--- src/rtl/set_time_ctrl.sv ---
`default_nettype none
// ============================================================================
//  Module   : set_time_ctrl
//  Purpose  : Button sequencer for the set_time datapath. Opens the setting
//             window on a mode press, forwards mode/inc strobes (inc with
//             auto-repeat), waits for the datapath ack and then loads the
//             timekeeper, or aborts on inactivity / missing ack.
//  Revision : 1.0 - initial release
// ============================================================================
module set_time_ctrl #(
  parameter int REPEAT_DELAY = 400,
  parameter int REPEAT_RATE  = 100,
  parameter int IDLE_TIMEOUT = 6000,
  parameter int ACK_TIMEOUT  = 16
) (
  input  logic clk,
  input  logic rst,
  input  logic mode_btn,
  input  logic inc_btn,
  input  logic set_ack,
  output logic set_time_en,
  output logic mode_pulse,
  output logic inc_pulse,
  output logic load_time,
  output logic abort_pulse,
  output logic busy
);

  typedef enum logic [2:0] {
    ST_IDLE     = 3'd0,
    ST_SET_HR   = 3'd1,
    ST_SET_MIN  = 3'd2,
    ST_WAIT_ACK = 3'd3,
    ST_LOAD     = 3'd4,
    ST_ABORT    = 3'd5
  } state_t;

  localparam int HOLD_W = $clog2(REPEAT_DELAY + 1);
  localparam int RATE_W = $clog2(REPEAT_RATE + 1);
  localparam int IDLE_W = $clog2(IDLE_TIMEOUT + 1);
  localparam int ACK_W  = $clog2(ACK_TIMEOUT + 1);

  localparam logic [HOLD_W-1:0] C_HOLD_MAX  = HOLD_W'(REPEAT_DELAY);
  localparam logic [RATE_W-1:0] C_RATE_LAST = RATE_W'(REPEAT_RATE - 1);
  localparam logic [IDLE_W-1:0] C_IDLE_LAST = IDLE_W'(IDLE_TIMEOUT - 1);
  localparam logic [ACK_W-1:0]  C_ACK_LAST  = ACK_W'(ACK_TIMEOUT - 1);

  state_t state, next_state;

  logic              r_mode_q, r_inc_q;
  logic [HOLD_W-1:0] r_hold_cnt, w_hold_nxt;
  logic [RATE_W-1:0] r_rate_cnt, w_rate_nxt;
  logic [IDLE_W-1:0] r_idle_cnt, w_idle_nxt;
  logic [ACK_W-1:0]  r_ack_cnt,  w_ack_nxt;
  logic              w_mode_press, w_inc_press, w_in_set, w_repeat;
  logic              w_mode_fire, w_inc_fire;

  // Rising-edge detection of the two button levels
  always_comb begin
    w_mode_press = mode_btn & ~r_mode_q;
    w_inc_press  = inc_btn & ~r_inc_q;
    w_in_set     = (state == ST_SET_HR) || (state == ST_SET_MIN);
  end

  // Auto-repeat: saturating hold counter up to REPEAT_DELAY, then a rate
  // counter that fires every REPEAT_RATE held cycles. A mode press clears both.
  always_comb begin
    w_hold_nxt = '0;
    w_rate_nxt = '0;
    w_repeat   = 1'b0;
    if (w_in_set && inc_btn && !w_mode_press) begin
      if (r_hold_cnt != C_HOLD_MAX) begin
        w_hold_nxt = r_hold_cnt + 1'b1;
        w_repeat   = (w_hold_nxt == C_HOLD_MAX);
      end else begin
        w_hold_nxt = r_hold_cnt;
        if (r_rate_cnt == C_RATE_LAST) begin
          w_repeat = 1'b1;
        end else begin
          w_rate_nxt = r_rate_cnt + 1'b1;
        end
      end
    end
  end

  // Next-state logic plus idle/ack timeout counters and strobe requests
  always_comb begin
    next_state  = state;
    w_idle_nxt  = '0;
    w_ack_nxt   = '0;
    w_mode_fire = 1'b0;
    w_inc_fire  = 1'b0;
    case (state)
      ST_IDLE: begin
        // The entry press opens the window but is not forwarded
        if (w_mode_press) next_state = ST_SET_HR;
      end
      ST_SET_HR, ST_SET_MIN: begin
        if (w_mode_press) begin
          // Mode wins over a simultaneous inc press
          w_mode_fire = 1'b1;
          next_state  = (state == ST_SET_HR) ? ST_SET_MIN : ST_WAIT_ACK;
        end else begin
          w_inc_fire = w_inc_press | w_repeat;
          if (inc_btn) begin
            w_idle_nxt = '0;
          end else if (r_idle_cnt == C_IDLE_LAST) begin
            next_state = ST_ABORT;
          end else begin
            w_idle_nxt = r_idle_cnt + 1'b1;
          end
        end
      end
      ST_WAIT_ACK: begin
        // An ack arriving in the final timeout cycle still loads
        if (set_ack) begin
          next_state = ST_LOAD;
        end else if (r_ack_cnt == C_ACK_LAST) begin
          next_state = ST_ABORT;
        end else begin
          w_ack_nxt = r_ack_cnt + 1'b1;
        end
      end
      ST_LOAD:  next_state = ST_IDLE;
      ST_ABORT: next_state = ST_IDLE;
      default:  next_state = ST_IDLE;
    endcase
  end

  // State register
  always_ff @(posedge clk or posedge rst) begin
    if (rst) state <= ST_IDLE;
    else     state <= next_state;
  end

  // Button history, counters and registered outputs derived from next state
  always_ff @(posedge clk or posedge rst) begin
    if (rst) begin
      r_mode_q    <= 1'b0;
      r_inc_q     <= 1'b0;
      r_hold_cnt  <= '0;
      r_rate_cnt  <= '0;
      r_idle_cnt  <= '0;
      r_ack_cnt   <= '0;
      set_time_en <= 1'b0;
      mode_pulse  <= 1'b0;
      inc_pulse   <= 1'b0;
      load_time   <= 1'b0;
      abort_pulse <= 1'b0;
      busy        <= 1'b0;
    end else begin
      r_mode_q    <= mode_btn;
      r_inc_q     <= inc_btn;
      r_hold_cnt  <= w_hold_nxt;
      r_rate_cnt  <= w_rate_nxt;
      r_idle_cnt  <= w_idle_nxt;
      r_ack_cnt   <= w_ack_nxt;
      set_time_en <= (next_state == ST_SET_HR) || (next_state == ST_SET_MIN) ||
                     (next_state == ST_WAIT_ACK);
      mode_pulse  <= w_mode_fire;
      inc_pulse   <= w_inc_fire;
      load_time   <= (next_state == ST_LOAD);
      abort_pulse <= (next_state == ST_ABORT);
      busy        <= (next_state != ST_IDLE);
    end
  end

endmodule
`default_nettype wire

--- config.mk ---
export PLATFORM = sky130hd
export DESIGN_NAME = set_time_ctrl
export DESIGN_NICKNAME = d
export VERILOG_FILES = /design/src/rtl/set_time_ctrl.sv
export SDC_FILE = /design/constraint.sdc
export NUM_CORES = 1
export LEC_CHECK = 0
export ABC_CLOCK_PERIOD_IN_PS = 4450
export BUFFER_PORTS_ARGS = -buffer_cell sky130_fd_sc_hd__buf_4
export CAP_MARGIN = 20
export CORE_MARGIN = 3
export CORE_UTILIZATION = 60
export DETAILED_ROUTE_END_ITERATION = 16
export PLACE_DENSITY_LB_ADDON = 0.25
export SLEW_MARGIN = 20
export SYNTH_ARGS = -nofsm -noshare
export SYNTH_HDL_FRONTEND = slang
export SYNTH_SLANG_ARGS = --single-unit
--- constraint.sdc ---
create_clock -name clk -period 4.45 [get_ports clk]
set_input_delay 0.2225 -clock clk [delete_from_list [all_inputs] [get_ports clk]]
set_output_delay 0.2225 -clock clk [all_outputs]
set_load 0.01 [all_outputs]
==> metrics.sh <==
GR-MAX-USAGE-LAYER='met2'
CTS_HOLD_BUFFERS=3
SLEW_VIOL_FINAL=0
LAYOUT.CELLS.MOST_COMMON_LIST='45 x sky130_fd_sc_hd__dfrtp_1, 35 x sky130_fd_sc_hd__nor2_1, 14 x sky130_fd_sc_hd__nand2_1'
FILLCELLCOUNT=248
SYNTH_WARNINGS=0
SYNTH.FF_LATCH_COUNT=45
DRIVE_ABOVE_1_SHARE=0.127
VDD_DROP_MAX_mV=0.290
ROOT_BUFFER='sky130_fd_sc_hd__clkbuf_4'
CRIT_PATH_CELL_TRACE='ha_1, nand3_2, xor2_1, a2111oi_0, a31o_1'
POST_SYNTH_INST_COUNT=208
FIN_WORST_SKEW_NS=0.00947
GP_CONGESTION=0.823
GRT_SETUP_UNREPAIRED='false'
WORST_SKEW_PAIR.LATE_LATENCY_NS=0.36
SEQCELLAREA_SQ_UM=1130
TIGHTEST_SLEW_NS=0.538
FIRST_PASS_GRT_WIRE_LENGTH_MICRONS=6950
CP-END-KIND='flop'
DR.PASS1.ITERS=4
POWER_DENSITY_nW_PER_UM2=372
RELSLEWSLACK=0.641
TRITONCTS_CLOCK_TREE='yes'
RUN_STATUS='complete, no violations'
CLOCK_INPUT_TRANSITION_AT_THE_SEQUENTIAL_CELLS_OF_THE_WORST_SETUP_AND_HOLD_PATHS_NS=0.13
ROUTE.VIAS.TOTAL=1495
PERIOD_SHARE=0.412
CTS_SINKS=45
DIE_H_MICRONS=66.0
DP_CELLS=263
GRT_UTIL_MET1=0.272
SYN-MEAN-INSTANCE-AREA_SQ_UM=10.4
FINAL_NET_COUNT=238
DETAILED_ROUTE_DRC_ERROR_COUNT=0
FINALHOLDVIOLATIONS=0
FP.DIEW_MICRONS=66.0
YS_SEQ_AREA_FRAC=0.521
PLACEMENT_ROW_COUNT=21
CTS_RESIZED=0
LAYOUT.CELLS.MOST_COMMON='sky130_fd_sc_hd__dfrtp_1'
PIN_COUNT_OF_THE_BIGGEST_NET_ENTERING_GLOBAL_ROUTING=46
GRT_OVERFLOW_TOTAL=0
SYNTHESIS.NETS=219
DR.FIRST_ITER.DRC_COUNT=114
CRITICAL_PATH.MAX_STAGE_DELAY_NS=0.46
CLOCK_TREE_BUFFER_DEPTH=2
GLOBAL_ROUTE.USAGE.TOTAL=0.210
GROUTE.LAYER.MET3.USAGE=0.0527
WORST_EP_ARRIVAL_TIME_NS=2.14
CORE_AREA_SQ_UM=3390
DIE-AREA_SQ_UM=4360
POSTROUTEWIRELENGTH_MICRONS=3810
ANTENNA_CELLS_INSERTED=0
CELL_AREA_PLACED_SQ_UM=2280
FINALSETUPVIOLATIONS=0
WORST_MIN_DELAY_PATH_CLASS='in -> reg'
YOSYS.CELL_TYPES.COUNT=40
BUFFERS_ON_PORTS=10
R2R_CELLS=5
WORST-PATH-MAX-FANOUT=6
HOLD-PATH-CELL-COUNT=3
SYNTH_TOP_CELLS_BY_AREA='sky130_fd_sc_hd__dfrtp_1 52%, sky130_fd_sc_hd__nor2_1 6.1%, sky130_fd_sc_hd__xnor2_1 5.3%'
MAX_FREQ_GHz=0.546
FINISH.CELL_COUNT_WITHOUT_FILLERS=274
CRITICAL_PATH_TYPE='reg -> reg'
WORSTPATHREQUIRED_NS=4.76
CRIT_SLOWEST_CELL='sky130_fd_sc_hd__dfrtp_1'
SYNTH_TO_LAYOUT_AREA_GROWTH_PCT=10.4
VIASPERCELL=5.46
POWER_LEAKAGE_nW=1.07
SYNTH_TOP_CELL_AREA_SHARE=0.521
SYNTHESIS.AREA_SQ_UM=2160
MULTI_INPUT_AREA_SQ_UM=983
STARTING_DENSITY=0.637
GROUTE.LAYER.MET2.USAGE=0.339
DETAIL-ROUTE-ANTENNA-NETS=0
LAYOUT.CELL_AREA.NON_FILLER_SQ_UM=2380
TOP_LEVEL_PORTS=11
POST-CTS-SETUP-BUFFERS=0
YOSYS.AREA.TOP_TYPE='sky130_fd_sc_hd__dfrtp_1'
DRV_CAP=0
CTS_BUFFERS=5
PERIOD_MINUS_SLACK_NS=1.83
GRT_PASS1_VIAS=1540
HTREE_LEVELS=2
FINAL.SETUP.TNS_NS=0
DPL.HPWL_MICRONS=2700
SETUP.WORST_PATH.START_CLASS='flop'
AVGROUTEDWIREPERCELL_MICRONS=13.9
ANTENNA_VIOLATIONS_BEFORE_REPAIR=0
[cell usage after synthesis]
master	n
sky130_fd_sc_hd__dfrtp_1	45
sky130_fd_sc_hd__nor2_1	35
sky130_fd_sc_hd__nand2_1	14
sky130_fd_sc_hd__xnor2_1	13
sky130_fd_sc_hd__xor2_1	12
sky130_fd_sc_hd__nand3_1	10
sky130_fd_sc_hd__inv_1	8
sky130_fd_sc_hd__and3_1	7
sky130_fd_sc_hd__ha_1	6
sky130_fd_sc_hd__and2_1	5
sky130_fd_sc_hd__nand2b_1	5
sky130_fd_sc_hd__nand4_1	5
sky130_fd_sc_hd__nor2b_1	5
sky130_fd_sc_hd__a21oi_1	4
sky130_fd_sc_hd__nor2_2	4
sky130_fd_sc_hd__and4_1	3
sky130_fd_sc_hd__nor3_1	2
sky130_fd_sc_hd__o21ai_0	2
sky130_fd_sc_hd__o21bai_1	2
sky130_fd_sc_hd__a2111oi_0	1
sky130_fd_sc_hd__a21o_1	1
sky130_fd_sc_hd__a22oi_1	1
sky130_fd_sc_hd__a31o_1	1
sky130_fd_sc_hd__buf_2	1
sky130_fd_sc_hd__buf_6	1
sky130_fd_sc_hd__clkinv_1	1
sky130_fd_sc_hd__nand3_2	1
sky130_fd_sc_hd__nand4_2	1
sky130_fd_sc_hd__nor4b_1	1
sky130_fd_sc_hd__nor4b_4	1
sky130_fd_sc_hd__nor4bb_1	1
sky130_fd_sc_hd__o21a_1	1
sky130_fd_sc_hd__o21ai_2	1
sky130_fd_sc_hd__o22ai_1	1
sky130_fd_sc_hd__o22ai_2	1
sky130_fd_sc_hd__o311a_1	1
sky130_fd_sc_hd__o311ai_0	1
sky130_fd_sc_hd__or2_1	1
sky130_fd_sc_hd__or3_1	1
sky130_fd_sc_hd__xor2_2	1
[state kept, by name (all words and copies together) (netlist names)]
signal / count
r_hold_cnt: 9
busy: 1
load_time: 1
state: 3
mode_pulse: 1
r_mode_q: 1
r_ack_cnt: 5
r_idle_cnt: 13
r_rate_cnt: 7
set_time_en: 1
inc_pulse: 1
abort_pulse: 1
r_inc_q: 1
[metrics by stage]
stage                     power [mW]  setup WS (ns)  hold WS, ns   util
final                          0.888           2.62        0.170  0.703
after global routing           0.943           2.48        0.177  0.703
after CTS                      0.896           2.63        0.158  0.703
after detailed placement       0.675           2.66        0.358  0.674
after global placement         0.665           2.78        0.349  0.674
after floorplan                0.620           2.84        0.254      -
[logic make-up (layout without fill, tap and decap cells)]
| family | count (synthesis) | in the layout | synth area share |
|---|---|---|---|
| and+or+nand+nor | 102 | 102 | 0.251 |
| DFF | 45 | 45 | 0.521 |
| xor gates and xnor gates | 26 | 26 | 0.109 |
| AOI/OAI and AO/OA | 18 | 18 | 0.0608 |
| buffers and inverters | 11 | 31 | 0.0232 |
| adders and majority gates | 6 | 6 | 0.0348 |
[power by group]
group / switching (mW) / internal [mW]
logic: 0.102 / 0.0816
registers: 0.0402 / 0.446
clock network: 0.126 / 0.0917
total: 0.268 / 0.619
[routing by layer]
metal	wire, microns	share of wire	up-vias
met5	0	0	-
met4	63	0.017	0
met3	139	0.036	8
met2	1880	0.49	35
met1	1730	0.45	720
li1	-	-	732
[worst paths after layout]
path / startpoint / end / slack [ns]
min reg2reg: r_rate_cnt[0] / r_rate_cnt[0] / 0.47
min in group asynchronous: rst / r_idle_cnt[7] / 0.54
max in group asynchronous: rst / r_ack_cnt[1] / 3.54
max: r_hold_cnt[0] / inc_pulse / 2.62
max reg2reg: r_hold_cnt[0] / inc_pulse / 2.62
min: set_ack / r_ack_cnt[0] / 0.17
[worst max-delay path: cells and delay by family (launching register included)]
| kind | cells | cell delay, ns |
|---|---|---|
| AO/OA/AOI/OAI | 2 | 0.67 |
| XOR/XNOR | 1 | 0.20 |
| adder cells (fa/ha/maj) | 1 | 0.30 |
| flip-flops | 1 | 0.46 |
| AND/OR/NAND/NOR | 1 | 0.15 |
[cell type report]
cell class | count | area share
Inverter | 9 | 0.0142
Clock buffer | 7 | 0.0273
Clock inverter | 1 | 0.00210
Multi-Input combinational cell | 152 | 0.413
Tap cell | 46 | 0.0241
Timing Repair Buffer | 14 | 0.0472
Sequential cell | 45 | 0.472
Power figures use the tool's default switching activity.
